## src/rtl/mem_port_arbiter.sv

```systemverilog
`default_nettype none
// ============================================================================
// Module   : mem_port_arbiter
// Purpose  : Shares one fixed-latency memory port between two requesters.
//            Port 0 is the CPU datapath (fetch and load/store), port 1 is a
//            secondary master such as DMA or a debug loader. One access runs
//            at a time. Ties are broken round-robin. Memory controls stay
//            stable for the whole access. Read data is registered per port.
//            Each requester gets a one-cycle done pulse.
// Ports    : clk, rst                      - clock, sync active-high reset
//            req0/we0/addr0/wdata0         - port 0 request bundle
//            gnt0/done0/rdata0             - port 0 grant, completion, data
//            req1/we1/addr1/wdata1         - port 1 request bundle
//            gnt1/done1/rdata1             - port 1 grant, completion, data
//            mem_en/mem_we/mem_addr/
//            mem_wdata/mem_rdata           - shared memory port
//            busy                          - arbiter not idle
// Revision : 1.0 - initial release
// ============================================================================
module mem_port_arbiter #(
   parameter int ADDR_W  = 32,
   parameter int DATA_W  = 32,
   parameter int MEM_LAT = 2
) (
   input  logic              clk,
   input  logic              rst,
   input  logic              req0,
   input  logic              we0,
   input  logic [ADDR_W-1:0] addr0,
   input  logic [DATA_W-1:0] wdata0,
   output logic              gnt0,
   output logic              done0,
   output logic [DATA_W-1:0] rdata0,
   input  logic              req1,
   input  logic              we1,
   input  logic [ADDR_W-1:0] addr1,
   input  logic [DATA_W-1:0] wdata1,
   output logic              gnt1,
   output logic              done1,
   output logic [DATA_W-1:0] rdata1,
   output logic              mem_en,
   output logic              mem_we,
   output logic [ADDR_W-1:0] mem_addr,
   output logic [DATA_W-1:0] mem_wdata,
   input  logic [DATA_W-1:0] mem_rdata,
   output logic              busy
);

   // The counter must be at least one bit wide, even when MEM_LAT == 1.
   localparam int              CNT_W    = (MEM_LAT > 1) ? $clog2(MEM_LAT) : 1;
   localparam logic [CNT_W-1:0] CNT_INIT = CNT_W'(MEM_LAT - 1);

   typedef enum logic [1:0] {
      ST_IDLE   = 2'd0,
      ST_ACCESS = 2'd1,
      ST_DONE   = 2'd2
   } state_t;

   state_t              state_q,  state_d;
   logic                sel_q,    sel_d;
   logic                we_q,     we_d;
   logic [ADDR_W-1:0]   addr_q,   addr_d;
   logic [DATA_W-1:0]   wdata_q,  wdata_d;
   logic                last_q,   last_d;
   logic [CNT_W-1:0]    cnt_q,    cnt_d;
   logic [DATA_W-1:0]   rdata0_q, rdata0_d;
   logic [DATA_W-1:0]   rdata1_q, rdata1_d;
   logic                pick;

   always_comb begin
      state_d  = state_q;
      sel_d    = sel_q;
      we_d     = we_q;
      addr_d   = addr_q;
      wdata_d  = wdata_q;
      last_d   = last_q;
      cnt_d    = cnt_q;
      rdata0_d = rdata0_q;
      rdata1_d = rdata1_q;
      // On a tie, the port that was not served last wins.
      // A lone requester always wins.
      pick     = (req0 && req1) ? ~last_q : req1;

      case (state_q)
         ST_IDLE: begin
            if (req0 || req1) begin
               sel_d   = pick;
               we_d    = pick ? we1    : we0;
               addr_d  = pick ? addr1  : addr0;
               wdata_d = pick ? wdata1 : wdata0;
               last_d  = pick;
               cnt_d   = CNT_INIT;
               state_d = ST_ACCESS;
            end
         end
         ST_ACCESS: begin
            if (cnt_q != '0) begin
               cnt_d = cnt_q - CNT_W'(1);
            end else begin
               // mem_rdata is valid only in the final access cycle.
               if (!we_q) begin
                  if (sel_q) rdata1_d = mem_rdata;
                  else       rdata0_d = mem_rdata;
               end
               state_d = ST_DONE;
            end
         end
         ST_DONE: begin
            state_d = ST_IDLE;
         end
         default: begin
            state_d = ST_IDLE;
         end
      endcase
   end

   always_ff @(posedge clk) begin
      if (rst) begin
         state_q  <= ST_IDLE;
         sel_q    <= 1'b0;
         we_q     <= 1'b0;
         addr_q   <= '0;
         wdata_q  <= '0;
         last_q   <= 1'b1;
         cnt_q    <= '0;
         rdata0_q <= '0;
         rdata1_q <= '0;
      end else begin
         state_q  <= state_d;
         sel_q    <= sel_d;
         we_q     <= we_d;
         addr_q   <= addr_d;
         wdata_q  <= wdata_d;
         last_q   <= last_d;
         cnt_q    <= cnt_d;
         rdata0_q <= rdata0_d;
         rdata1_q <= rdata1_d;
      end
   end

   // All outputs decode from registered state.
   // They never depend on the current inputs.
   assign busy      = (state_q != ST_IDLE);
   assign gnt0      = busy && !sel_q;
   assign gnt1      = busy &&  sel_q;
   assign done0     = (state_q == ST_DONE) && !sel_q;
   assign done1     = (state_q == ST_DONE) &&  sel_q;
   assign mem_en    = (state_q == ST_ACCESS);
   assign mem_we    = (state_q == ST_ACCESS) && we_q;
   assign mem_addr  = addr_q;
   assign mem_wdata = wdata_q;
   assign rdata0    = rdata0_q;
   assign rdata1    = rdata1_q;

endmodule
`default_nettype wire

```

## config.mk

```make
export PLATFORM = sky130hd
export DESIGN_NAME = mem_port_arbiter
export DESIGN_NICKNAME = d
export VERILOG_FILES = /design/src/rtl/mem_port_arbiter.sv
export SDC_FILE = /design/constraint.sdc
export NUM_CORES = 1
export LEC_CHECK = 0
export CAP_MARGIN = 20
export CORE_MARGIN = 1
export CORE_UTILIZATION = 37
export CTS_BUF_LIST = sky130_fd_sc_hd__clkbuf_8
export DETAILED_ROUTE_END_ITERATION = 7
export GPL_ROUTABILITY_DRIVEN = 0
export GPL_TIMING_DRIVEN = 0
export HOLD_SLACK_MARGIN = 0.02
export PLACE_DENSITY_LB_ADDON = 0.3
export SYNTH_ARGS = -nofsm -noshare
export SYNTH_HDL_FRONTEND = slang
export SYNTH_SLANG_ARGS = --single-unit
```

## constraint.sdc

```tcl
create_clock -name clk -period 1.25 [get_ports clk]
set_input_delay 0.125 -clock clk [delete_from_list [all_inputs] [get_ports clk]]
set_output_delay 0.125 -clock clk [all_outputs]
set_load 0.1 [all_outputs]
```

; ---- Word-level counts from Yosys, hierarchy flattened
; Cells that the tools add are included.
[totals]
ff_bits = 134
inputBits = 166
out_inout_bits = 135
word_cells = 44
[classes]
add_sub_neg = 1
n_eq_ne = 4
n_mux = 10
bitwise = 4
reduce_logical = 16
[ops]
columns = operator, n
row1 = $mux 32, 2
row2 = $reduce_and 4->1, 2
row3 = $logic_and 1x1->1, 6
row4 = $reduce_and 2->1, 3
row5 = $mux 1, 4
row6 = $mux 2, 2
row7 = $ne 2x2->1 const B, 2
row8 = $not 1->1, 4
row9 = $pmux 2 s2, 1
row10 = $reduce_bool 2->1, 2
row11 = $eq 2x1->1 const B, 1
row12 = $eq 2x2->1 const B, 1
row13 = $logic_not 2->1, 1
row14 = $pmux 1 s2, 1
row15 = $logic_not 1->1, 1
row16 = $logic_or 1x1->1, 1
row17 = $sub 1x1->1 const B, 1

; ---- Depth between registers and ports, before layout
[depth]
ltp_word = 3
mapped_depth = 6

; ---- Worst setup path after synthesis
; No wires, ideal clock.
[synth_timing]
path_type = flip-flop to output port
from = register sel_q
to = output port done0
arrival_ns = 2.684
required_time_ns = 1.125
slack_ns = -1.559
stages_incl_launch_ff = 3
path_cell_list = dfxtp_1 > clkbuf_2 > nor3b_1
[synth_via]
elab_chain_cells = 2
[synth_lines]
columns = element, line_no
row1 = from (decl), 60  ; logic sel_q, sel_d;
row2 = from (signal assigned), 130  ; sel_q <= sel_d;
row3 = $logic_not 1->1, 146  ; assign done0 = (state_q == ST_DONE) && !sel_q;
row4 = $logic_and 1x1->1, 146
row5 = to (decl), 32  ; output logic done0,
; Every way passes these cells.

; ---- Worst setup path after layout
[layout_timing]
from = register state_q[1]
to = output port gnt1
[layout_via]
elab_chain_cells = 2
[layout_lines]
columns = element, line_no
row1 = from (decl), 59  ; state_t state_q, state_d;
row2 = from (signal assigned), 129  ; state_q <= state_d;
row3 = $reduce_bool 2->1, 143  ; assign busy = (state_q != ST_IDLE);
row4 = $logic_and 1x1->1, 145  ; assign gnt1 = busy && sel_q;
row5 = to (decl), 38  ; output logic gnt1,
; Every way passes these cells.

==> run summary <==
Avg WL per Cell - 17.1 microns
DRC - 0
most numerous cell in the Yosys netlist - nand2_1
total track usage - 25.4%
maximum clock rate - 621 MHz
DR vias/cell - 4.95
share of cells above drive strength 1 - 35.9%
area grow syn2layout - 76.9%
Pwr per Cell Area - 1390 nW/um^2
RSZ-0062 raised after global routing - true
# rows - 46
overall power - 14700 uW
CP Capture Type - output port
CTS clk-pin slew, worst paths - 0.07 ns
clock skew - 0.0142 ns
DRT Wirelength - 21000 microns
EDFF count, synth - 0
vias - 6094
ANT cells - 0
CP Class - reg -> out
minimum clock period - 1.61 ns
vias in the first global route - 6139
Synth Instances - 643
CTS tree - done
htree depth - 4
main flop type after synthesis - dfxtp_1
Synthesis Warnings - 0
initial antenna violation count - 0
P_leak - 0.00445 uW
first-pass GRT wire length - 32100 microns
root buffer cell - clkbuf_8
violated checks - setup timing
pin count of the biggest net entering global routing - 17
top cell type by total area after synthesis - dfxtp_1
Worst-Margin Slew - 0.709 ns
Max Fanout on Critical Path - 4
Initial Util - 37.7%
worst hold path class - in -> reg
DIE WIDTH - 129 microns
fin worst setup slack - -0.361 ns
hold buffers post-CTS - 0
mapped cell area - 5960 sq um
clock buffer count from CTS - 17
I/O pins - 301
Detailed Route Iter0 Violations - 240
post-route cell area - 10500 sq um
Clock Path Buffers - 2
Area contributors post-synth - dfxtp_1 45%, mux2i_1 11%, nand2b_1 10%, nand2_1 8.5%, a311oi_1 7.1%
hpwl dp - 14200 microns
Seq/Total Area, Yosys - 45.0%
status - complete, but fails checks
Syn Nets - 809
CP arrival - 1.49 ns
endpoints failing hold - 0
Worst slew margin - 52.7%
worst vdd ir - 0.000732 V
Avg Inst Size Synth - 9.27 sq um
count of input and output buffers - 299
Hold Worst Slack - 0.120 ns
Synth top area share - 45.0%
most instantiated cells after synthesis - 135 x nand2_1, 134 x dfxtp_1, 96 x nand2b_1
FF+latch count, synth - 134
Core Region - 15800 sq um
data required time at the worst endpoint - 1.12 ns
die extent in y - 129 microns
placed standard-cell area - 9400 sq um
die area - 16600 sq um
Max-Cap Viols - 0
Final ANT Viol Nets - 0
Pins Over Slew Limit - 0
clock sinks - 134
part of the cycle the worst path needs - 129%
worst-skew pair later-pin latency - 0.46 ns
First-pass DRT Iterations - 5
Synth cell types - 29
GRT Residual Overflow - 0
Post-synth ARST share - 0%
layout net count - 1167
type of origin of the critical path - flip-flop
final count of negative-setup-slack endpoints - 137
==> placed cells by master, fill, tap and decap left out, types with 3 or more instances in the layout <==
master and count:
mux2i_1 64, nor2_4 3, clkdlybuf4s50_1 164, buf_6 72, a21oi_1 68, clkbuf_8 19
buf_16 3, clkbuf_1 15, buf_2 16, clkbuf_2 5, clkinv_2 3, buf_8 11
inv_1 5, dfxtp_2 64, nand2b_1 96, nand2_1 135, a311oi_1 29, buf_12 22
clkinvlp_4 3, dfxtp_1 68, buf_4 88, a311oi_2 36
==> timing repair <==
item / in CTS / in global routing
setup buffers: 34 / 9
setup endpoints to repair: 266 / 194
gates resized for setup: 895 / 97
hold endpoints to repair: 0 / 0
cloned: 13 / 2
pin swaps: 4 / 5
==> layer usage <==
metal | share of wire (%) | vias to the layer above | GRT usage, %
li1 | - | 2963 | -
met1 | 39 | 2855 | 27.3
met2 | 51 | 238 | 45.7
met3 | 7.4 | 38 | 8.69
met4 | 2.4 | 0 | 9.69
met5 | 0 | - | 0
==> cell type report <==
class	instances	area, sq um
multi-input cells	447	3080
plain buffers	54	415
flip-flops and latches	134	2770
clock inverters	13	118
well taps	216	270
fillers	1286	5290
clock buffers	19	262
repair buffers	345	3600
inverters	2	18.8
==> where the power goes <==
group | leakage, uW | switching (uW) | internal, uW
clock network | 0.000208 | 1700 | 1830
logic | 0.00312 | 4070 | 2120
registers | 0.00112 | 243 | 4700
total | 0.00445 | 6020 | 8650
==> path summary, 6_finish.rpt <==
| check | start | endpoint | slack, ns | depth (start not counted) |
|---|---|---|---|---|
| max | state_q[1] | gnt1 | -0.36 | 5 |
| min | rst | rdata1[31] | 0.12 | 3 |
| min reg2reg | rdata1[10] | rdata1[10] | 0.48 | 2 |
| max reg2reg | state_q[1] | mem_wdata[11] | -0.35 | 8 |
==> flip-flops by register name, summed over array words and instances (netlist names) <==
name and cells:
cnt_q 1, we_q 1, sel_q 1, mem_addr 32, rdata0 32, state_q 2
rdata1 32, last_q 1, mem_wdata 32
==> kinds of logic after synthesis <==
kind of cell,synth area share (%)
simple gates,20.7
flops,45.0
mux,10.7
compound gates,17.7
buf+inv,5.88
==> critical path, stage by stage (launching register included) <==
cell	delay, ns
dfxtp_4	0.36
nor2_4	0.18
buf_12	0.14
inv_8	0.03
and2_4	0.16
buf_12	0.16
==> stage by stage <==
stage | setup slack (ns) | util (%) | setup TNS (ns) | cells
after floorplan | -0.451 | - | -19.05 | 643
after global placement | -0.908 | 59.4 | -83.60 | 1158
after detailed placement | -0.922 | 59.4 | -86.48 | 1158
after CTS | -0.353 | 65.8 | -34.00 | 1236
after global routing | -0.406 | 66.6 | -38.58 | 1230
final | -0.361 | 66.6 | -30.85 | 1230
Note: power is estimated with default switching activity, not from simulation.
